[config.mk]
export PLATFORM = sky130hd
export DESIGN_NAME = ib_fetch_credit_ctrl
export DESIGN_NICKNAME = d
export VERILOG_FILES = /design/src/rtl/ib_fetch_credit_ctrl.sv
export SDC_FILE = /design/constraint.sdc
export NUM_CORES = 1
export LEC_CHECK = 0
export ABC_AREA = 0
export BUFFER_PORTS_ARGS = -buffer_cell sky130_fd_sc_hd__buf_4
export CAP_MARGIN = 15
export CORE_MARGIN = 4
export CORE_UTILIZATION = 42
export CTS_BUF_LIST = sky130_fd_sc_hd__clkbuf_8
export DETAILED_ROUTE_END_ITERATION = 10
export PLACE_DENSITY = 0.9
export SKIP_CTS_REPAIR_TIMING = 1
export SLEW_MARGIN = 20
export SYNTH_ARGS = -nofsm -noshare
export SYNTH_HDL_FRONTEND = slang
export SYNTH_SLANG_ARGS = --single-unit
export TNS_END_PERCENT = 50
[constraint.sdc]
create_clock -name clk -period 3.2 [get_ports clk]
set_input_delay 0.16 -clock clk [delete_from_list [all_inputs] [get_ports clk]]
set_output_delay 0.16 -clock clk [all_outputs]
set_load 0.02 [all_outputs]
[src/rtl/ib_fetch_credit_ctrl.sv]
// ib_fetch_credit_ctrl: credit-based fetch request gating and flush drain sequencing for the instruction buffer.
// Define IB_FETCH_CREDIT_PERF_EN to build the stall/empty performance counters.
module ib_fetch_credit_ctrl #(
  parameter int BUFFER_SIZE  = 8,
  parameter int IF_WIDTH     = 2,
  parameter int ID_WIDTH     = 2,
  parameter int MAX_INFLIGHT = 4
) (
  input  logic                              clk,
  input  logic                              rst_n,
  input  logic                              fetch_valid_i,
  output logic                              fetch_grant_o,
  input  logic                              fetch_resp_valid_i,
  input  logic [$clog2(IF_WIDTH):0]         fetch_resp_num_i,
  output logic                              resp_write_en_o,
  input  logic [$clog2(ID_WIDTH):0]         backend_accept_num_i,
  input  logic                              flush_i,
  output logic [$clog2(BUFFER_SIZE):0]      occupancy_o,
  output logic [$clog2(MAX_INFLIGHT):0]     inflight_o,
  output logic                              busy_o,
  output logic [31:0]                       perf_stall_cnt_o,
  output logic [31:0]                       perf_empty_cnt_o
);
  localparam int OW = $clog2(BUFFER_SIZE) + 1;
  localparam int IW = $clog2(MAX_INFLIGHT) + 1;
  localparam int CW = OW + IW + 2;
  typedef enum logic {RUN, DRAIN} state_t;
  state_t state, state_next;
  logic [OW-1:0] occ, occ_next;
  logic [IW-1:0] inflight, inflight_next, stale, stale_next;
  logic [OW:0] occ_sum;
  logic [IW:0] stale_sum;
  logic signed [CW-1:0] credits;
  logic draining;
  always_comb begin
    credits = $signed(CW'(BUFFER_SIZE)) - $signed(CW'(occ)) - $signed(CW'(IF_WIDTH)) * $signed(CW'(inflight));
    fetch_grant_o = rst_n && fetch_valid_i && state == RUN && !flush_i &&
                    inflight < IW'(MAX_INFLIGHT) && credits >= $signed(CW'(IF_WIDTH));
    resp_write_en_o = rst_n && fetch_resp_valid_i && state == RUN && !flush_i && inflight != '0;
    occ_sum = (OW+1)'(occ) + (resp_write_en_o ? (OW+1)'(fetch_resp_num_i) : (OW+1)'(0));
    occ_next = occ_sum > (OW+1)'(backend_accept_num_i) ? OW'(occ_sum - (OW+1)'(backend_accept_num_i)) : '0;
    // A flush turns every live request into a stale one still owed a response.
    stale_sum = (IW+1)'(flush_i ? inflight : IW'(0)) + (IW+1)'(stale);
    stale_next = stale_sum > (IW+1)'(fetch_resp_valid_i) ? IW'(stale_sum - (IW+1)'(fetch_resp_valid_i)) : '0;
    draining = flush_i || state == DRAIN;
    inflight_next = flush_i ? '0 : state == DRAIN ? inflight : inflight + IW'(fetch_grant_o) - IW'(resp_write_en_o);
    state_next = draining && stale_next != '0 ? DRAIN : RUN;
  end
  always_ff @(posedge clk or negedge rst_n)
    if (!rst_n) begin
      occ      <= '0;
      inflight <= '0;
      stale    <= '0;
      state    <= RUN;
    end else begin
      occ      <= flush_i ? '0 : occ_next;
      inflight <= inflight_next;
      stale    <= draining ? stale_next : stale;
      state    <= state_next;
    end
  assign occupancy_o = occ;
  assign inflight_o  = inflight;
  assign busy_o      = state == DRAIN;
`ifdef IB_FETCH_CREDIT_PERF_EN
  logic [31:0] stall_cnt, empty_cnt;
  always_ff @(posedge clk or negedge rst_n)
    if (!rst_n) begin
      stall_cnt <= '0;
      empty_cnt <= '0;
    end else begin
      stall_cnt <= stall_cnt + 32'(fetch_valid_i && !fetch_grant_o);
      empty_cnt <= empty_cnt + 32'(occ == '0);
    end
  assign perf_stall_cnt_o = stall_cnt;
  assign perf_empty_cnt_o = empty_cnt;
`else
  assign perf_stall_cnt_o = '0;
  assign perf_empty_cnt_o = '0;
`endif
endmodule

==> out/qor.yml <==
floorplan:
  die_w_um: 69.0
  coreArea_um2: 3470
  core.rowCount: 21
  start_util_pct: 45.0
  io_pins: 83
  die_y_um: 69.0
  dieArea_um2: 4760
sta:
  setup_tns_ps: 0
  slew_viol_final: 0
  max_freq_mhz: 316
  clock_skew_ps: 1.60
  finalCritPeriodShare_pct: 99.0
  fin_crit_ps: 3170
  finalSetupViolCount: 0
  hold_violations: 0
  rsz0062_at_grt: "true"
flow_run:
  max-cap-violations: 0
critical_path:
  crit_buf_inv: 4
  crit_path_max_incr_delay_ps: 400
  worst-path-stages: 15
  cp-start-kind: "register"
  cp.required_ps: 3370
  crit_chain: "inv_2 -> ha_4 -> inv_2 -> ha_4 -> fa_2 -> inv_2 -> a21oi_1 -> a211o_1 -> a31oi_4 -> ha_2 -> inv_2 -> fa_2 -> xnor2_2 -> or3_4 -> a21oi_2"
  reg2reg_depth: 15
  crit_fanout: 5
  path_common_cell: "inv_2"
  crit_slowest_cell: "dfrtp_2"
  endpoint_kind: "register"
  crit_family: "adder cells"
  critical_path_class: "register to register"
  cp.arrival_ps: 3340
clocking:
  clk_latency_ps: 240
  clock_path_buffers: 2
  htree_levels: 1
  numCtsBuffers: 3
  cts.clk_slew.worst_paths_ps: 50
  tritoncts: "built"
  cts_root_buffer: "clkbuf_8"
  cts_sinks: 11
layout:
  nNetsFinal: 244
  areaGrowthSynthToFinish_pct: 8.65
  final_util_pct: 48.9
  multi_input_area_um2: 1040
  final_cell_count_no_fill: 260
  layout.area.seq_um2: 278
  drive_above_1_share_pct: 23.8
  final_area_um2: 1700
  nFillCells: 331
  n_antenna_cell: 0
routing:
  drt_first_iter_violations: 29
  wl_per_cell_um: 11.6
  ant_nets: 0
  totalWireLength_um: 3020
  first_pass_iters: 4
  avgViaCountPerCell: 4.31
  vias: 1121
  drc: 0
global_routing:
  grt_pass1_vias: 966
  grt_max_degree: 14
  antenna_found_initial: 0
  grt_pass1_wl_um: 4200
  grt_util_all_layers_pct: 12.0
  overflow: 0
synthesis:
  yosysWarningCount: 0
  synthDistinctLibCells: 35
  synth_top_area_share_pct: 30.8
  synthArstFlopShare_pct: 100
  yosysSeqAreaShare_pct: 17.6
  synth_edf_count: 0
  synth.avg_cell_area_um2: 8.35
  yosysTopAreaCell: "buf_4"
  synthCells: 187
  synthTopCellsByCount: "buf_4 (64), inv_1 (20), ha_1 (15)"
  ys_ff_latch: 11
  yosysMostFrequentCell: "buf_4"
  synth-main-ff-cell: "dfrtp_1"
  synthTopCellsByArea: "buf_4 (31%), dfrtp_1 (18%), ha_1 (12%)"
  synth.cell_area_um2: 1560
power:
  power.density_nw_per_um2: 494
  cellLeakagePower_uw: 0.000873
  irDropWorstVdd_uv: 164
  power.total_uw: 839
place:
  place_area_um2: 1550
  numPortBuffers: 18
  place_inst: 251
  hpwl_um: 2510
  gp_congestion: 0.771
hold_path:
  min-delay-path-class: "input port to register"
  hold_depth: 2
run_status:
  outcome: "finished clean"
## routing by layer
layer  track usage (%)  share of wire [%]  routed length [um]  up-vias
met4              5.11                1.7                  50        0
met1              14.2                 39                1170      527
li1                  -                  -                   -      542
met3              2.76                7.7                 232        4
met2              20.6                 52                1560       48
met5                 0                  0                   0        -
## placed cells by master (no fill, tap or decap), types with 2 or more instances in the layout
cell      instances
ha_4              2
conb_1           64
a311oi_1          2
clkbuf_8          3
nand4_1           2
o21ai_0           2
nand3_1           3
nand2_1           6
o31ai_1           2
nand2b_1          2
dfrtp_1           9
a21oi_1           8
inv_2             5
a31oi_1           2
and2_1            6
nor2_1            7
xnor2_2           2
inv_1            16
xnor2_1           2
dfrtp_2           2
fa_1              3
ha_1             12
buf_4            25
a211oi_1          3
nor3_1            3
fa_2              2
## per-stage QoR
stage | hold WS, ps | setup slack (ps)
finish | 177 | 32.9
global route | 179 | -77.1
CTS | -247 | -37.8
detailed placement | 12.1 | -8.99
global placement | 7.45 | 173
floorplan | -136 | 23.6
## report_power, final
group          internal (uW)  leakage, uW  switching (uW)
clock network           84.5    0.0000269            55.2
registers                173     0.000143            36.0
logic                    196     0.000703             294
## sequential cells by signal, indices dropped and copies added (netlist names)
signal	count
inflight_o	3
stale	3
occupancy_o	4
busy_o	1
## path summary, 6_finish.rpt
| path | slack (ps) | to | start |
|---|---|---|---|
| worst max-delay path | 30 | inflight_o[2]$_DFFE_PN0P_ | occupancy_o[1]$_DFF_PN0_ |
| worst min-delay path | 180 | inflight_o[2]$_DFFE_PN0P_ | flush_i |
| worst max register to register | 30 | inflight_o[2]$_DFFE_PN0P_ | occupancy_o[1]$_DFF_PN0_ |
| worst min register to register | 490 | stale[0]$_DFFE_PN0P_ | stale[0]$_DFFE_PN0P_ |
| max in group asynchronous | 2720 | occupancy_o[1]$_DFF_PN0_ | rst_n |
| min in group asynchronous | 300 | stale[1]$_DFFE_PN0P_ | rst_n |
## area by class of cell
type	count	share of cell area, %
clock inverter	1	0.221
multi-input combinational	153	61.5
clock buffer	3	2.43
tap	46	3.39
timing repair buffer	26	11.7
sequential	11	16.4
inverter	20	4.42
## cell families after synthesis
logic type | count (synthesis) | synth area share [%]
adder cells (fa/ha/maj) | 20 | 18.4
XOR/XNOR | 5 | 3.29
AO/OA/AOI/OAI | 29 | 12.2
other | 1 | 0.240
flip-flops | 11 | 17.6
multiplexers | 1 | 0.641
AND/OR/NAND/NOR | 34 | 11.5
buffers and inverters | 86 | 36.1
(Power assumes the default switching activity.)
